[src/rtl/lsu_pkg.sv]
// Shared encodings for the RAM load/store/fetch arbiter: access sizes,
// arbiter FSM states and requester owner codes.
package lsu_pkg;

    typedef enum logic [1:0] {
        SZ_B = 2'b00,
        SZ_H = 2'b01,
        SZ_W = 2'b10,
        SZ_X = 2'b11
    } size_e;

    typedef enum logic [1:0] {
        ST_IDLE = 2'b00,
        ST_BUSY = 2'b01,
        ST_ERR  = 2'b10
    } state_e;

    typedef enum logic {
        OWN_IF = 1'b0,
        OWN_D  = 1'b1
    } owner_e;

    localparam logic [3:0] MASK_ALL = 4'b1111;

endpackage

[src/rtl/lsu_lane_enc.sv]
// Byte-lane encoder: lane k holds bits [8k+7:8k], byte offset o lands in lane 3-o,
// so the lowest address (least-significant byte of the value) sits in lane 3.
module lsu_lane_enc
    import lsu_pkg::*;
(
    input  logic [1:0]  off_i,
    input  logic [1:0]  size_i,
    input  logic [31:0] wdata_i,
    output logic [3:0]  mask_o,
    output logic [31:0] wdata_o,
    output logic        misaligned_o
);

    logic [1:0] lane;

    always_comb begin
        mask_o       = 4'b0000;
        wdata_o      = 32'h0;
        misaligned_o = 1'b0;
        lane         = 2'd3 - off_i;
        case (size_e'(size_i))
            SZ_B: begin
                mask_o  = 4'b0001 << lane;
                wdata_o = {24'h0, wdata_i[7:0]} << {lane, 3'b000};
            end
            SZ_H: begin
                if (off_i[0]) begin
                    misaligned_o = 1'b1;
                end else if (off_i[1]) begin
                    mask_o  = 4'b0011;
                    wdata_o = {16'h0, wdata_i[7:0], wdata_i[15:8]};
                end else begin
                    mask_o  = 4'b1100;
                    wdata_o = {wdata_i[7:0], wdata_i[15:8], 16'h0};
                end
            end
            SZ_W: begin
                if (off_i != 2'b00) begin
                    misaligned_o = 1'b1;
                end else begin
                    mask_o  = 4'b1111;
                    wdata_o = {wdata_i[7:0], wdata_i[15:8], wdata_i[23:16], wdata_i[31:24]};
                end
            end
            default: misaligned_o = 1'b1;
        endcase
    end

endmodule

[src/rtl/ram_lsu_arb.sv]
// Round-robin arbiter sharing the single-port data RAM between instruction fetch
// and load/store, one access in flight at a time.
module ram_lsu_arb
    import lsu_pkg::*;
#(
    parameter int RAM_AW  = 14,
    parameter int RAM_LAT = 1
) (
    input  logic              clk,
    input  logic              rst,
    input  logic              if_req,
    input  logic [31:0]       if_addr,
    output logic              if_gnt,
    output logic              if_rvalid,
    output logic              if_err,
    input  logic              d_req,
    input  logic              d_we,
    input  logic [1:0]        d_size,
    input  logic              d_sign,
    input  logic [31:0]       d_addr,
    input  logic [31:0]       d_wdata,
    output logic              d_gnt,
    output logic              d_rvalid,
    output logic              d_err,
    output logic              ram_en,
    output logic              ram_we,
    output logic [RAM_AW-1:0] ram_addr,
    output logic [3:0]        ram_wmask,
    output logic [31:0]       ram_wdata,
    output logic [3:0]        ram_r_mask,
    output logic              ram_r_sign_ext
);

    localparam int LCW = 2;

    state_e         state_q, state_d;
    owner_e         rr_last_q, owner_q;
    logic [LCW-1:0] lat_cnt_q;
    logic [3:0]     r_mask_q;
    logic           r_sext_q;

    logic [3:0]  enc_mask;
    logic [31:0] enc_wdata;
    logic        enc_mis;

    logic        idle, pick_d, any_gnt, gnt_mis, resp;
    logic [31:0] gnt_addr;
    logic        unused_addr;

    lsu_lane_enc u_enc (
        .off_i        (d_addr[1:0]),
        .size_i       (d_size),
        .wdata_i      (d_wdata),
        .mask_o       (enc_mask),
        .wdata_o      (enc_wdata),
        .misaligned_o (enc_mis)
    );

    // D wins a tie only when IF took the previous grant
    assign idle     = (state_q == ST_IDLE);
    assign pick_d   = d_req && (!if_req || (rr_last_q == OWN_IF));
    assign d_gnt    = idle && pick_d;
    assign if_gnt   = idle && if_req && !pick_d;
    assign any_gnt  = if_gnt || d_gnt;
    assign gnt_mis  = d_gnt ? enc_mis : (if_addr[1:0] != 2'b00);
    assign gnt_addr = d_gnt ? d_addr : if_addr;
    assign unused_addr = ^{gnt_addr[31:RAM_AW+2], gnt_addr[1:0]};

    always_ff @(posedge clk or posedge rst) begin
        if (rst) begin
            state_q <= ST_IDLE;
        end else begin
            state_q <= state_d;
        end
    end

    always_comb begin
        state_d = state_q;
        case (state_q)
            ST_IDLE: if (any_gnt) state_d = gnt_mis ? ST_ERR : ST_BUSY;
            ST_BUSY: if (lat_cnt_q <= LCW'(1)) state_d = ST_IDLE;
            ST_ERR:  state_d = ST_IDLE;
            default: state_d = ST_IDLE;
        endcase
    end

    always_comb begin
        ram_en    = any_gnt && !gnt_mis;
        ram_we    = ram_en && d_gnt && d_we;
        ram_addr  = gnt_addr[RAM_AW+1:2];
        ram_wmask = ram_we ? enc_mask : 4'b0000;
        ram_wdata = ram_we ? enc_wdata : 32'h0;
        resp      = ((state_q == ST_BUSY) && (lat_cnt_q == LCW'(1))) || (state_q == ST_ERR);
        if_rvalid = resp && (owner_q == OWN_IF);
        d_rvalid  = resp && (owner_q == OWN_D);
        if_err    = (state_q == ST_ERR) && (owner_q == OWN_IF);
        d_err     = (state_q == ST_ERR) && (owner_q == OWN_D);
    end

    // Read controls are captured only on a legal grant so they stay put while idle
    always_ff @(posedge clk or posedge rst) begin
        if (rst) begin
            rr_last_q <= OWN_IF;
            owner_q   <= OWN_IF;
            lat_cnt_q <= '0;
            r_mask_q  <= 4'b0000;
            r_sext_q  <= 1'b0;
        end else begin
            if (any_gnt) begin
                rr_last_q <= d_gnt ? OWN_D : OWN_IF;
                owner_q   <= d_gnt ? OWN_D : OWN_IF;
            end
            if (ram_en) begin
                lat_cnt_q <= LCW'(RAM_LAT);
                r_mask_q  <= d_gnt ? enc_mask : MASK_ALL;
                r_sext_q  <= d_gnt && !d_we && d_sign;
            end else if ((state_q == ST_BUSY) && (lat_cnt_q != '0)) begin
                lat_cnt_q <= lat_cnt_q - LCW'(1);
            end
        end
    end

    assign ram_r_mask     = r_mask_q;
    assign ram_r_sign_ext = r_sext_q;

endmodule

[config.mk]
export PLATFORM = sky130hd
export DESIGN_NAME = ram_lsu_arb
export DESIGN_NICKNAME = d
export VERILOG_FILES = /design/src/rtl/lsu_pkg.sv /design/src/rtl/lsu_lane_enc.sv /design/src/rtl/ram_lsu_arb.sv
export SDC_FILE = /design/constraint.sdc
export NUM_CORES = 1
export LEC_CHECK = 0
export CAP_MARGIN = 20
export CORE_ASPECT_RATIO = 1.75
export CORE_MARGIN = 1.5
export CORE_UTILIZATION = 31
export DETAILED_ROUTE_END_ITERATION = 10
export PLACE_DENSITY = 0.83
export SLEW_MARGIN = 20
export SYNTH_ARGS = -nofsm -noshare
export SYNTH_HDL_FRONTEND = slang
export SYNTH_SLANG_ARGS = --single-unit
[constraint.sdc]
create_clock -name clk -period 2.2 [get_ports clk]
set_clock_uncertainty 0.2 [all_clocks]
set_input_delay 0.33 -clock clk [delete_from_list [all_inputs] [get_ports clk]]
set_output_delay 0.33 -clock clk [all_outputs]
set_load 0.02 [all_outputs]
==> out/qor.csv, run 1 <==
metric,value,unit
cts-root-buf,clkbuf_8,
cp.required,1670,ps
grt_pass1_wl,12.5,mm
total_power,2.14,mW
ff2ff_path_depth,6,
cp-endpoint,ram_wdata[30],
viasPerCell,5.44,
ys_async_sr_fraction,100,%
tightestPinTransition,567,ps
grtUsageTotal,26.7,%
n_antenna_cell,0,
finalCoreUtilization,70.9,%
synth_compound_gate_area_share,20.3,%
grt_max_degree,22,
violations,negative setup slack,
ys_types,51,
cp_max_fo,5,
synth_top_area_cell,dfrtp_1,
clock_latency,240,ps
rows,36,
die_h,102,um
synthesis.nets,314,
start_kind,register,
cts_tree,built,
firstDrtPassIters,4,
dp_hpwl,5.93,mm
layout.nets,500,
die_area,6110,um2
die_w,59.7,um
fin_crit_sh,107,%
synth-xor-area-share,1.00,%
grt_pass1_vias,2590,
end_kind,primary output,
yosys-top-cells-count,"nand2_1 (19), nor2_1 (15), a31oi_1 (12)",
ios,167,
synth.cell_area,1750,um2
syn_inst,208,
yosys.area.top_type_share,14.3,%
worstHoldPathType,in2async,
synth_most_common_cell,nand2_1,
wl_per_cell,18.0,um
drv_cap,0,
yosysWarnings,0,
vias,2552,
slew_headroom,62.2,%
start_util,31.8,%
setup_ws,-163,ps
grt-ovfl-total,0,
yosys-top-cells-area,"dfrtp_1 (14%), mux2_4 (8.6%), a31oi_1 (4.3%), and4bb_2 (4.3%), nand2_1 (4.1%)",
hold_viol,0,
r2r_slack,400,ps
slew_violations,0,
routed_wl,8.44,mm
synthAdderAreaFrac,1.43,%
arrival,1830,ps
dpl_cell_area,3490,um2
dp_slack,-834,ps
cts_inserted_buffers,3,
setup_violations,51,
ant_nets,0,
cp-startpoint,state_q[0],
drive_gt1_share,48.1,%
leakage,1.68,nW
htreeDepth,1,
reg2reg_from,state_q[0],
io_buffers,134,
synth-edff-count,0,
area_growth,123,%
grt_setup_unrepaired,true,
ys_seq_elements,10,
yosysSeqAreaShare,14.3,%
synth-simple-area-share,40.4,%
drt_iter0_drc,73,
core_area,5500,um2
gp_congestion,0.809,
reg2reg_to,ram_r_sign_ext,
status,"finished, violations left",
min_period,2360,ps
drc,0,
ir_drop,290,uV
synthMuxAreaShare,13.5,%
cts.sinks,10,
synth_top_family_by_area,simple AND/OR/NAND/NOR gates,
synth_top_flop_cell,dfrtp_1,
postLayoutCellArea,3900,um2
synth_area_per_cell,8.40,um2
cts.path.max_buffers,2,
crit_type,reg2out,
powerDensity,548,nW/um2
fmax,423,MHz
path_clk_slew,50,ps
antenna_found_initial,0,
==> flip-flops by register name, indices dropped and copies added, names as in the netlist <==
name and count:
ram_r_mask 4, owner_q 1, lat_cnt_q 2, ram_r_sign_ext 1
state_q 2
==> placed cells by master, fill, tap and decap left out, drive strengths merged, types with 4 or more instances in the layout <==
cell type,synthesis,layout
nor3,10,10
clkdlybuf4s50,0,70
a21oi,12,12
and3b,4,4
nor3b,4,4
clkdlybuf4s15,0,4
and4bb,7,7
inv,5,5
a31oi,12,12
nor4b,4,4
a32oi,8,8
clkbuf,4,5
nor2,15,15
buf,16,117
a21o,6,6
mux2i,4,4
nor2b,7,7
mux2,14,14
nand2,20,21
nor4,8,8
o21ai,4,4
dfrtp,10,10
dlygate4sd2,0,8
nand4b,6,6
==> where the power goes <==
part           total (mW)  switching (mW)  internal [mW]
logic                1.57           0.748          0.824
clock network       0.235          0.0776          0.158
registers           0.331          0.0666          0.264
==> worst max-delay path, cell delays in order, from the launching register on <==
cell	delay, ps
dfrtp_1	410
nor3b_4	240
buf_4	150
o2111ai_4	180
buf_6	200
nor4b_4	220
buf_4	180
==> worst min-delay path by stage <==
| stage | slack (ps) | endpoint | from | depth (start not counted) |
|---|---|---|---|---|
| 5_1_grt | 230 | state_q[0] | rst | 2 |
| 3_3_place_gp | 320 | ram_r_sign_ext | ram_r_sign_ext | 1 |
| 6_report | 180 | state_q[0] | rst | 2 |
| 2_1_floorplan | -30 | lat_cnt_q[0] | rst | 1 |
| 4_1_cts | 190 | state_q[0] | rst | 2 |
| 3_5_place_dp | 330 | ram_r_sign_ext | ram_r_sign_ext | 1 |
==> logic make-up (layout without fill, tap and decap cells) <==
kind of cell	after synthesis	in the layout
adder cells (fa/ha/maj)	2	2
multiplexers	18	18
XOR/XNOR	2	2
buffers and inverters	26	210
AO/OA/AOI/OAI	49	49
flip-flops	10	10
AND/OR/NAND/NOR	101	102
==> cell type report <==
| class | count | area, um2 |
|---|---|---|
| Fill cell | 443 | 1600 |
| Clock buffer | 4 | 55.1 |
| Multi-Input combinational cell | 173 | 1590 |
| Sequential cell | 10 | 250 |
| Inverter | 6 | 23.8 |
| Timing Repair Buffer | 200 | 1880 |
| Tap cell | 76 | 95.1 |
==> through the flow <==
step | hold slack, ps | std cells | TNS, ps
CTS | 189 | 469 | -4270
floorplan | -29.8 | 208 | -451
finish | 176 | 469 | -4990
global placement | 318 | 456 | -36660
global route | 226 | 469 | -8540
detailed placement | 325 | 456 | -37560
==> timing repair <==
action,4_1_cts,5_1_grt
hold buffers,0,0
resized for setup,355,29
pin swaps,9,5
setup buffers,5,1
endpoints found under the setup margin,58,53
gates cloned,4,0
==> per-layer routing <==
| layer | routed length, um | share of wire (%) | global-route usage (%) | vias up |
|---|---|---|---|---|
| li1 | - | - | - | 1176 |
| met2 | 4690 | 56 | 50.2 | 140 |
| met5 | 0 | 0 | 0 | - |
| met4 | 244 | 2.9 | 13.0 | 0 |
| met1 | 2880 | 34 | 27.0 | 1219 |
| met3 | 630 | 7.5 | 4.56 | 17 |
Note: power is estimated with default switching activity, not from simulation.
==> run 2: changes to the inputs <==
CTS_CLUSTER_DIAMETER = 200   (was unset)
==> results of run 2 <==
Final layout, timing and power as in run 1 (identical DEF).
==> run 3: changes to the inputs <==
SETUP_SLACK_MARGIN = 0.2   (was unset)
SLEW_MARGIN = unset   (was 20)
==> out/qor.csv, run 3 (synthesis results as in run 1) <==
metric,value,unit
hold_viol,0,
drt_iter0_drc,74,
min_period,2570,ps
status,"finished, violations left",
drc,0,
worstHoldPathType,in2async,
cpLargestDelayFamily,buffers and inverters,
ant_nets,0,
area_growth,146,%
setup_ws,-375,ps
path_cells,"nor3b_4, buf_6, o2111ai_4, buf_12, buf_16, nor4b_4, buf_4",
layout.nets,513,
switchingPower,0.962,mW
drv_cap,0,
sw_frac_of_total,41.0,%
grt_pass1_vias,2706,
slowest_delay,400,ps
vias,2622,
grt_max_degree,24,
final_cell_mix,"clkdlybuf4s50_1 (70), buf_4 (70), buf_6 (50)",
crit_buf_inv,4,
cts-hold-fix-buffers,0,
arrival,2040,ps
end_kind,primary output,
internal_power,1.38,mW
grtUsageTotal,26.7,%
placed_cells,445,
setup_violations,49,
firstDrtPassIters,4,
wl_per_cell,18.9,um
p_comb_share,78.1,%
cts_tree,built,
htreeDepth,1,
die_h,102,um
slew_violations,0,
rows,36,
ios,167,
gp_congestion,0.841,
grt-ovfl-total,0,
die_w,59.7,um
finalCoreUtilization,78.1,%
final.fill_count,344,
seq_power_share,13.7,%
violations,negative setup slack,
ir_drop,331,uV
path_clk_slew,40,ps
crit_type,reg2out,
start_kind,register,
drive_gt1_share,55.1,%
largest_register_ffs,4,
fmax,388,MHz
fin_setup_tns,-8550,ps
slowest_stage,dfrtp_1,
cp.required,1670,ps
slew_headroom,70.5,%
n_antenna_cell,0,
core_area,5500,um2
routed_wl,9.09,mm
io_buffers,134,
powerDensity,547,nW/um2
grt_pass1_wl,12.6,mm
grt_setup_unrepaired,true,
antenna_found_initial,0,
cts-root-buf,clkbuf_8,
clock_latency,240,ps
clkPwrFrac,8.1,%
hold_ws,171,ps
dp_hpwl,5.60,mm
stdcell_count,481,
cts.path.max_buffers,2,
viasPerCell,5.45,
die_area,6110,um2
fin_crit_sh,117,%
cp_max_fo,5,
cts.sinks,10,
start_util,31.8,%
leakage,1.81,nW
cts_inserted_buffers,3,
tightestPinTransition,437,ps
[run 3: power groups by stage]
stage	Sequential [mW]	Clock, mW	Combinational [mW]
final	0.321	0.191	1.83
after floorplan	0.384	0	0.678
after CTS	0.319	0.191	1.68
after detailed placement	0.320	0	1.39
after global routing	0.330	0.194	1.92
after global placement	0.316	0	1.35
[run 3: path summary, 6_finish.rpt]
| kind | from | cells past startpoint | slack [ps] | to |
|---|---|---|---|---|
| worst max-delay path | state_q[1] | 7 | -370 | ram_wdata[30] |
| worst min-delay path | rst | 2 | 170 | ram_r_mask[0] |
| worst max register to register | state_q[1] | 8 | 280 | ram_r_sign_ext |
| worst min register to register | ram_r_mask[1] | 2 | 340 | ram_r_mask[1] |
| max in group asynchronous | rst | 2 | 1370 | owner_q |
| min in group clk | ram_r_mask[1] | 2 | 340 | ram_r_mask[1] |
[run 3: through the flow]
stage / worst slack, ps / instance area, um2 / total power [mW]
floorplan: 88.9 / 1880 / 1.06
global placement: -743 / 3570 / 1.67
detailed placement: -804 / 3570 / 1.71
CTS: -228 / 4100 / 2.19
global route: -414 / 4290 / 2.45
finish: -375 / 4290 / 2.34
[run 3: layout make-up]
cell class              count  area (um2)  area share, %
clock buffers               3        41.3          0.963
repair buffers            214        2150           50.0
inverters                   6        26.3          0.613
flip-flops and latches     10         250           5.83
well taps                  76        95.1           2.22
multi-input cells         172        1730           40.3
[run 3: routing by layer]
| metal | track usage (%) | part of all wire [%] | wire, um |
|---|---|---|---|
| met5 | 0 | 0 | 0 |
| met1 | 25.2 | 34 | 3050 |
| met2 | 52.0 | 55 | 5030 |
| met4 | 13.8 | 4.3 | 393 |
| met3 | 4.30 | 6.8 | 616 |
[run 3: repair_timing]
item                                    CTS  global route
pin swaps                                12             6
buffers inserted                         21             7
endpoints found under the setup margin   59            58
cloned                                    5             0
resized for setup                       375            38
